==> config.mk <==
export PLATFORM = sky130hd
export DESIGN_NAME = ldtu_sample_encoder
export DESIGN_NICKNAME = d
export VERILOG_FILES = /design/src/rtl/ldtu_sample_encoder.sv
export SDC_FILE = /design/constraint.sdc
export NUM_CORES = 1
export LEC_CHECK = 0
export ABC_CLOCK_PERIOD_IN_PS = 12500
export BUFFER_PORTS_ARGS = -buffer_cell sky130_fd_sc_hd__buf_2
export CORE_ASPECT_RATIO = 1.2
export CORE_MARGIN = 4
export CORE_UTILIZATION = 40
export CTS_BUF_LIST = sky130_fd_sc_hd__clkbuf_16
export DETAILED_ROUTE_END_ITERATION = 12
export PLACE_DENSITY = 0.59
export RECOVER_POWER = 25
export SLEW_MARGIN = 20
export SYNTH_ARGS = -nofsm -noshare
export SYNTH_HDL_FRONTEND = slang
export SYNTH_SLANG_ARGS = --single-unit
==> constraint.sdc <==
create_clock -name CLK -period 12.5 [get_ports CLK]
set_input_delay 0 -clock CLK [delete_from_list [all_inputs] [get_ports CLK]]
set_output_delay 0 -clock CLK [all_outputs]
set_load 0.01 [all_outputs]
==> src/rtl/ldtu_sample_encoder.sv <==
// rtl/ldtu_sample_encoder.sv - packs baseline/signal samples into 32-bit words
// and buffers them in a first-word-fall-through output FIFO.
module ldtu_sample_encoder #(
  parameter int OutDepth = 8,
  parameter int NBitsLvl = 4
) (
  input  logic                CLK,
  input  logic                rst,
  input  logic                DIN_VALID,
  input  logic [12:0]         DATA_in,
  input  logic                baseline_flag,
  output logic [31:0]         DOUT,
  output logic                DOUT_VALID,
  input  logic                DOUT_READY,
  output logic [NBitsLvl-1:0] FIFO_LEVEL,
  output logic                OVERFLOW
);

  localparam int AW = $clog2(OutDepth);

  typedef enum logic {BASE = 1'b0, SIG = 1'b1} mode_t;

  mode_t       mode_q, mode_n;
  logic [2:0]  cnt_q, cnt_n;
  logic [23:0] base_q, base_n;
  logic [12:0] sig_q, sig_n;
  logic        emit;
  logic [31:0] word;
  logic        word_vld_q;
  logic [31:0] word_q;

  always_ff @(posedge CLK or posedge rst) begin
    if (rst) begin
      mode_q     <= BASE;
      cnt_q      <= 3'd0;
      base_q     <= 24'd0;
      sig_q      <= 13'd0;
      word_vld_q <= 1'b0;
      word_q     <= 32'd0;
    end else begin
      mode_q     <= mode_n;
      cnt_q      <= cnt_n;
      base_q     <= base_n;
      sig_q      <= sig_n;
      word_vld_q <= emit;
      word_q     <= word;
    end
  end

  // Starting a fresh baseline buffer clears the upper slots so partial words carry zeros.
  always_comb begin
    mode_n = mode_q;
    cnt_n  = cnt_q;
    base_n = base_q;
    sig_n  = sig_q;
    if (DIN_VALID) begin
      if (baseline_flag) begin
        if (mode_q == SIG || cnt_q == 3'd0) begin
          mode_n = BASE;
          cnt_n  = 3'd1;
          base_n = {18'd0, DATA_in[5:0]};
        end else if (cnt_q == 3'd4) begin
          cnt_n = 3'd0;
        end else begin
          cnt_n = cnt_q + 3'd1;
          case (cnt_q)
            3'd1:    base_n[11:6]  = DATA_in[5:0];
            3'd2:    base_n[17:12] = DATA_in[5:0];
            3'd3:    base_n[23:18] = DATA_in[5:0];
            default: base_n        = base_q;
          endcase
        end
      end else begin
        if (mode_q == BASE || cnt_q == 3'd0) begin
          mode_n = SIG;
          cnt_n  = 3'd1;
          sig_n  = DATA_in;
        end else begin
          cnt_n = 3'd0;
        end
      end
    end
  end

  always_comb begin
    emit = 1'b0;
    word = 32'd0;
    if (DIN_VALID) begin
      if (baseline_flag) begin
        if (mode_q == SIG && cnt_q == 3'd1) begin
          emit = 1'b1;
          word = {6'b001011, 13'd0, sig_q};
        end else if (mode_q == BASE && cnt_q == 3'd4) begin
          emit = 1'b1;
          word = {2'b01, DATA_in[5:0], base_q};
        end
      end else begin
        if (mode_q == BASE && cnt_q != 3'd0) begin
          emit = 1'b1;
          word = {2'b10, cnt_q, 3'b000, base_q};
        end else if (mode_q == SIG && cnt_q == 3'd1) begin
          emit = 1'b1;
          word = {6'b001010, DATA_in, sig_q};
        end
      end
    end
  end

  logic [31:0]         mem [OutDepth];
  logic [AW-1:0]       wr_ptr, rd_ptr;
  logic [NBitsLvl-1:0] level;
  logic                full, empty, pop, push_ok;

  assign full    = (level == NBitsLvl'(OutDepth));
  assign empty   = (level == '0);
  assign pop     = !empty && DOUT_READY;
  // A full FIFO still accepts a word when the head leaves in the same cycle.
  assign push_ok = word_vld_q && (!full || pop);

  always_ff @(posedge CLK or posedge rst) begin
    if (rst) begin
      wr_ptr   <= '0;
      rd_ptr   <= '0;
      level    <= '0;
      OVERFLOW <= 1'b0;
    end else begin
      if (push_ok) wr_ptr <= wr_ptr + AW'(1);
      if (pop)     rd_ptr <= rd_ptr + AW'(1);
      if (push_ok && !pop)      level <= level + NBitsLvl'(1);
      else if (!push_ok && pop) level <= level - NBitsLvl'(1);
      if (word_vld_q && full && !pop) OVERFLOW <= 1'b1;
    end
  end

  always_ff @(posedge CLK) begin
    if (push_ok) mem[wr_ptr] <= word_q;
  end

  assign DOUT       = empty ? 32'd0 : mem[rd_ptr];
  assign DOUT_VALID = !empty;
  assign FIFO_LEVEL = level;

endmodule

Word level (Yosys, flattened, before mapping):

Memories as Yosys holds them, arrays and structs flattened.
Cells that the tools add are included.

* reduce and logical (&&, ||, !) cells: 30
* muxes and demuxes: 29
* equal/unequal tests: 7
* bitwise gates (word level): 2
* $add $sub $neg: 5

Operator list (count)
* $mux 32: 4
* $mux 31: 2
* $mux 24: 2
* $mux 30: 1
* $mux 6: 3
* $mux 1: 12
* $reduce_and 4->1: 3
* $reduce_bool 2->1: 5
* $add 3x1->3 const B: 3
* $logic_and 1x1->1: 9
* $mux 3: 3
* $reduce_and 3->1: 3
* $mux 4: 2
* $eq 3x2->1 const B: 2
* $add 4x1->4 const B: 1
* $eq 4x4->1 const B: 1
* $logic_not 1->1: 4
* $logic_not 4->1: 1
* $sub 4x1->4 const B: 1
* $eq 3x1->1 const B: 1
* $eq 3x3->1 const B: 1
* $logic_not 3->1: 1
* $logic_or 1x1->1: 3
* $reduce_bool 3->1: 1
* 3 further kinds: 4

* flip-flop bits (word level): 85
* input port bits: 18
* RAM bits: 256
* memories: 1
* word-level logic and storage cells: 87

Memory list
* mem: words 8, width 32, rd ports 1, clocked after Yosys merged registers in 0, wr ports 1, line 109 `logic [31:0] mem [OutDepth];`

Longest topological paths before layout:

Gate-level depths: netlist of the first run.

* depth after elaboration: 9
* gate-level depth with buffers: 10

Least setup slack after synthesis of the first run:

No wires, ideal clock.

* kind: flip-flop to flip-flop
* start point: register level[0] (netlist: FIFO_LEVEL[0])
* end point: memory mem[0][0], enable pin
* cell stages (with the launch flop): 4
* buffers on the path: 0
* arrival time: 3.941 ns
* setup time: 0.501 ns
* required time: 11.999 ns
* slack: 8.057 ns
* cell sequence: dfrtp_1 > nor3_2 > a31o_2 > nor4_1

* word-level cells in the longest chain between the ends: 7
* elaborated cells between the ends (all ways): 9
* those cells by class: eq/ne: 1; mux: 2; reduce/logical: 6

Ends and longest elaborated chain
* start: declaration: line 111 `logic [NBitsLvl-1:0] level;`
* start signal: assignment: line 129 `if (push_ok && !pop) level <= level + NBitsLvl'(1);`
* start signal: assignment: line 130 `else if (!push_ok && pop) level <= level - NBitsLvl'(1);`
* $logic_not 4->1: line 115 `assign empty = (level == '0);`
* $logic_not 1->1: line 116 `assign pop = !empty && DOUT_READY;`
* $logic_and 1x1->1: line 116
* $logic_or 1x1->1 *: line 118 `assign push_ok = word_vld_q && (!full || pop);`
* $logic_and 1x1->1 *: line 118
* $mux 1 *: line 136 `if (push_ok) mem[wr_ptr] <= word_q;`
* $mux 1 (not written as such) *: line 136
* end: declaration: line 109

Every way passes the cells marked *; elsewhere a longest branch is shown, timed or not.

Worst setup path in the final report of the first run:

* start point: register rd_ptr[0]
* end point: output port DOUT[13]

* word-level cells in the longest chain between the ends: 2

Ends and longest elaborated chain
* start: declaration: line 110 `logic [AW-1:0] wr_ptr, rd_ptr;`
* start signal: assignment: line 128 `if (pop) rd_ptr <= rd_ptr + AW'(1);`
* $mem_v2 8x32
* $mux 32: line 139 `assign DOUT = empty ? 32'd0 : mem[rd_ptr];`
* end: declaration: line 12 `output logic [31:0] DOUT,`

Every way passes these cells.

==> metrics.csv, run 1 <==
metric,value,unit
grt_use_met3,2.33,%
detail_route.wl_per_cell,21.9,µm
reg2reg_from,FIFO_LEVEL[0],
fin_crit,2.83,ns
num_rows,72,
yosysWarningCount,0,
die_w,174,µm
synthesis.nets,711,
io_pins,56,
crit_type,reg -> out,
grt_max_degree,86,
slew_headroom,33.2,%
hold_viol_final,0,
ctsRootBufferMaster,clkbuf_16,
period_share,22.6,%
num_vias,6543,
post-dp-hpwl,16.0,mm
dp_slack,9.86,ns
peakVddDrop,150,µV
pwr_density_cell,220,nW/µm²
synth_seq_cells,341,
synth_edf_count,256,
r2r_slack,9.89,ns
drt.antenna.violating_nets,0,
clk_path_buf_depth,3,
first_pass_iters,4,
setup_viol,0,
crit_chain,"buf_6, mux4_2, a22o_1, buf_2",
synth-compound-area-share,5.02,%
syn2layout_area_growth,15.7,%
nNetsFinal,797,
antenna_found_initial,0,
fillers,2673,
maxCapViolCount,0,
cts.sinks,341,
syn-instance-count,682,
use_met1,19.4,%
vias_per_cell,5.29,
numPortBuffers,55,
grt_first_pass_wirelength,42.3,mm
clock_latency,0.50,ns
slew_violations,0,
holdCritPathClass,in -> async,
r2r_end,FIFO_LEVEL[3],
cts-resized-gates,0,
met2_usage,26.2,%
core_area,32500,µm²
cts.reportedPaths.clkPinSlew,0.06,ns
gr-usage-all-layers,15.2,%
gp_congestion,0.833,
setup_tns,0,ns
wl,27.1,mm
synth_top_family_by_area,multiplexers,
leakagePower,5.55,nW
cp-startpoint,rd_ptr[0],
startpoint_type,flop,
cts_setup_buffers,0,
grt_pass1_vias,7132,
cts_tree,built,
synth_adder_area_share,1.09,%
drive_above_1_share,31.2,%
drcViolationCount,0,
die_area,36200,µm²
synth_xor_area_share,0.461,%
synthSimpleGateAreaFrac,3.45,%
dieHeight,208,µm
place_area,14100,µm²
htreeDepth,2,
fin_worst_skew,0.0110,ns
rsz0062_at_grt,no,
ys.flop_type,edfxtp_1,
path_max_fanout,48,
finalInstanceArea,15400,µm²
initial_utilization,40.9,%
worst-endpoint-arrival,2.83,ns
overflow,0,
slowest_stage,dfrtp_4,
numCtsBuffers,34,
drtIter0Drc,508,
netlist-cell-type-count,48,
synth.area.mux_share,14.1,%
worst_slack,9.67,ns
crit_path_max_incr_delay,0.67,ns
clock.fmax,354,MHz
outcome,"complete, no violations",
synth-async-reset-ratio,24.9,%
synth_area,13300,µm²
ff2ff_path_depth,10,
worst_pin_slew,1.00,ns
busiest_layer,met2,
yosysSeqAreaShare,73.8,%
cp.required,12.50,ns
diodes,0,
end_kind,output port,
avgSynthCellArea,19.5,µm²
## layer usage
metal  wire length, µm  vias to the layer above
li1                  -                     2896
met1             10900                     3444
met2             14200                      151
met3              1140                       52
met4               831                        0
met5                 0                        -
## critical path: cells and delay by family, from the launching register on
kind / cells / cell delay [ns]
buf+inv: 2 / 0.74
flops: 1 / 0.67
mux: 1 / 0.61
compound gates: 1 / 0.25
## where the power goes
| part | leakage [nW] | total (mW) | internal [mW] | switching [mW] |
|---|---|---|---|---|
| registers | 3.46 | 1.46 | 1.37 | 0.0983 |
| logic | 1.51 | 0.891 | 0.431 | 0.460 |
| clock network | 0.583 | 1.02 | 0.617 | 0.408 |
## worst max-delay path by stage
stage / slack, ns / cells after the start / end
4_1_cts: 9.32 / 4 / DOUT[13]
3_3_place_gp: 9.90 / 4 / DOUT[21]
3_5_place_dp: 9.86 / 4 / DOUT[21]
5_1_grt: 9.46 / 4 / DOUT[13]
2_1_floorplan: 8.06 / 3 / mem[0][0]
6_report: 9.67 / 4 / DOUT[13]
## final cells by class
| type | instances | area (µm²) | area share, % |
|---|---|---|---|
| timing repair buffer | 86 | 558 | 3.63 |
| multi-input combinational | 295 | 3270 | 21.2 |
| clock inverter | 25 | 221 | 1.44 |
| inverter | 10 | 38.8 | 0.252 |
| tap | 444 | 556 | 3.61 |
| clock buffer | 37 | 926 | 6.02 |
| sequential | 341 | 9820 | 63.8 |
## through the flow
step / util (%) / power (mW) / std cells / hold WS, ns
after floorplan: - / 2.12 / 682 / 0.146
after global placement: 43.2 / 2.37 / 1159 / 0.256
after detailed placement: 43.2 / 2.40 / 1159 / 0.263
after CTS: 47.3 / 3.43 / 1238 / 0.290
after global routing: 47.3 / 3.56 / 1238 / 0.317
final: 47.3 / 3.38 / 1238 / 0.261
## logic make-up after synthesis
group           Yosys count
flops                   341
mux                     103
simple gates             89
compound gates           85
buf+inv                  46
fa+ha+maj                11
xor+xnor                  7
## state kept, by name, summed over array words and instances, names as in the netlist
name and flops:
FIFO_LEVEL 4, OVERFLOW 1, base_q 24, cnt_q 3
mem 256, mode_q 1, rd_ptr 3, sig_q 13
word_q 32, word_vld_q 1, wr_ptr 3
## synthesized netlist by cell type, types with 6 or more instances
master	n	area share, %
buf_2	17	0.64
ha_1	10	0.94
mux2_2	39	3.3
nor2_1	13	0.37
nand2_1	21	0.59
dfrtp_1	85	16
inv_1	10	0.28
and3_1	7	0.33
mux4_2	64	11
nand3_1	16	0.60
nor2b_1	7	0.33
edfxtp_1	256	58
buf_6	7	0.59
a22o_1	42	2.8
a21oi_1	12	0.45
clkbuf_1	6	0.17
xnor2_1	7	0.46
## placed cells by master, fill, tap and decap left out, types with 7 or more instances in the layout
| cell type | Yosys | routed |
|---|---|---|
| ha_1 | 10 | 10 |
| a22o_1 | 42 | 42 |
| buf_2 | 17 | 55 |
| xnor2_1 | 7 | 7 |
| inv_1 | 10 | 17 |
| buf_4 | 5 | 12 |
| edfxtp_1 | 256 | 256 |
| dfrtp_1 | 85 | 83 |
| clkbuf_16 | 0 | 37 |
| dlygate4sd3_1 | 0 | 17 |
| nand3_1 | 16 | 16 |
| nor2_1 | 13 | 10 |
| mux4_2 | 64 | 64 |
| and3_1 | 7 | 7 |
| nand2_1 | 21 | 21 |
| mux2_2 | 39 | 39 |
| a21oi_1 | 12 | 12 |
## timing repair
item / in CTS / in global routing
hold endpoints to repair: 133 / 0
setup endpoints to repair: 0 / 0
hold buffers: 17 / 0
No activity file was read; power rests on OpenSTA's default activity.
==> inputs of run 2 (changes only) <==
--- a/config.mk
+++ b/config.mk
@@ -5,7 +5,7 @@
 export SDC_FILE = /design/constraint.sdc
 export NUM_CORES = 1
 export LEC_CHECK = 0
-export ABC_CLOCK_PERIOD_IN_PS = 12500
+export ABC_CLOCK_PERIOD_IN_PS = 2610
 export BUFFER_PORTS_ARGS = -buffer_cell sky130_fd_sc_hd__buf_2
 export CORE_ASPECT_RATIO = 1.2
 export CORE_MARGIN = 4
==> constraint.sdc (replaced) <==
create_clock -name CLK -period 2.61 [get_ports CLK]
set_input_delay 0 -clock CLK [delete_from_list [all_inputs] [get_ports CLK]]
set_output_delay 0 -clock CLK [all_outputs]
set_load 0.01 [all_outputs]
==> metrics.csv, run 2 (same netlist as run 1, synthesis figures left out) <==
metric,value,unit
outcome,"complete, no violations",
cts_tree,built,
largest_reg_flops,256,
drt.antenna.violating_nets,0,
met3WireLength,981,µm
initial_utilization,40.9,%
post-place-cells,1165,
overflow,0,
fin_worst_skew,0.0140,ns
die_w,174,µm
num_rows,72,
end_kind,flop,
slew_violations,0,
wl,27.3,mm
p_comb_share,28.2,%
num_vias,6514,
slew_headroom,64.3,%
io_pins,56,
instances_no_fill,1242,
power_frac_clock,28.4,%
cts.reportedPaths.clkPinSlew,0.07,ns
crit_path_max_incr_delay,0.44,ns
grt_pass1_vias,6938,
detail_route.wl_per_cell,22.0,µm
met1Wirelength,11.1,mm
finalPower,16.1,mW
holdCritPathClass,in -> reg,
post-dp-hpwl,16.6,mm
peakVddDrop,605,µV
final_cell_mix,"edfxtp_1 (256), dfrtp_1 (83), mux4_2 (64)",
core_area,32500,µm²
syn2layout_area_growth,16.7,%
drive_above_1_share,31.2,%
clk_path_buf_depth,3,
grt_max_degree,74,
worst-endpoint-arrival,2.79,ns
hold_viol_final,0,
gp_congestion,0.855,
top_register,mem,
drcViolationCount,0,
seq_power_share,43.4,%
htreeDepth,2,
crit_type,reg -> reg,
clock.fmax,420,MHz
first_pass_iters,5,
numCtsBuffers,34,
setup_viol,0,
diodes,0,
cts.sinks,341,
final_common_cell,edfxtp_1,
nNetsFinal,804,
maxCapViolCount,0,
ctsHoldBuffers,18,
grt_first_pass_wirelength,42.4,mm
path_max_fanout,5,
die_area,36200,µm²
fin_crit,2.38,ns
cts-resized-gates,0,
netSwitchingPower,4.66,mW
drtIter0Drc,381,
leakagePower,5.60,nW
gr-usage-all-layers,15.4,%
numPortBuffers,55,
vias_per_cell,5.24,
ctsRootBufferMaster,clkbuf_16,
cts_setup_buffers,0,
highest_layer,met4,
crit_chain,"nor3_2, a31o_2, inv_1, ha_1, inv_1, ha_1, a21oi_1, and3_1, o21bai_1, xnor2_1",
clock_latency,0.51,ns
slowest_stage,dfrtp_1,
wl_met2,14.6,mm
reg_top3,"mem x256, word_q x32, base_q x24",
cp.required,3.01,ns
startpoint_type,flop,
period_share,91.3,%
dieHeight,208,µm
p_int,11.4,mW
pwr_density_cell,1040,nW/µm²
switching_share,29.0,%
antenna_found_initial,0,
fillers,2692,
rsz0062_at_grt,no,
worst_pin_slew,0.536,ns
run 2: cell count changes in the layout (fill, tap and decap cells not counted), sizes merged, moves of 2 or more:
cell,change
buf,+6
inv,+3
bufinv,-2
clkinvlp,-2
run 2: final timing paths:
path / depth (start not counted) / end / startpoint / slack [ns]
min in group asynchronous: 4 / wr_ptr[0] / rst / 0.54
max reg2reg: 10 / FIFO_LEVEL[3] / FIFO_LEVEL[1] / 0.23
min: 3 / sig_q[10] / DATA_in[10] / 0.30
min reg2reg: 1 / OVERFLOW / OVERFLOW / 0.49
max in group asynchronous: 5 / cnt_q[2] / rst / 1.42
max: 10 / FIFO_LEVEL[3] / FIFO_LEVEL[1] / 0.23
run 2: final cells by class:
class | count | area (µm²) | area share, %
Timing Repair Buffer | 93 | 768 | 4.95
Inverter | 10 | 38.8 | 0.250
Clock buffer | 36 | 901 | 5.81
Multi-Input combinational cell | 295 | 3280 | 21.1
Clock inverter | 23 | 156 | 1.01
Tap cell | 444 | 556 | 3.58
Sequential cell | 341 | 9820 | 63.3
run 2: through the flow:
stage / utilization, % / setup slack, ns / cell area [µm²] / TNS [ns] / hold WS (ns)
floorplan: - / -0.979 / 13300 / -109.22 / 0.146
global placement: 43.9 / 0.353 / 14300 / 0 / -0.0648
detailed placement: 43.9 / 0.241 / 14300 / 0 / -0.0602
CTS: 47.7 / 0.200 / 15500 / 0 / 0.277
global route: 47.7 / 0.0610 / 15500 / 0 / 0.300
finish: 47.7 / 0.226 / 15500 / 0 / 0.296
run 2: per-layer routing:
metal	track usage [%]	vias up
met5	0	-
met4	4.21	0
met3	2.08	37
met2	27.9	133
met1	19.3	3432
li1	-	2912
run 2: worst max-delay path: cells and delay by family, from the launching register on:
family          cells  cell delay (ns)
xor+xnor            1             0.21
simple gates        2             0.46
compound gates      3             0.49
fa+ha+maj           2             0.49
buf+inv             2             0.20
flops               1             0.44
run 2: power by group through the flow:
stage	registers [mW]	logic, mW	clock network (mW)
after floorplan	6.93	3.23	0
after global placement	7.03	4.56	0
after detailed placement	7.10	4.66	0
after CTS	6.99	4.69	4.68
after global routing	7.05	4.94	4.91
final	6.98	4.53	4.56
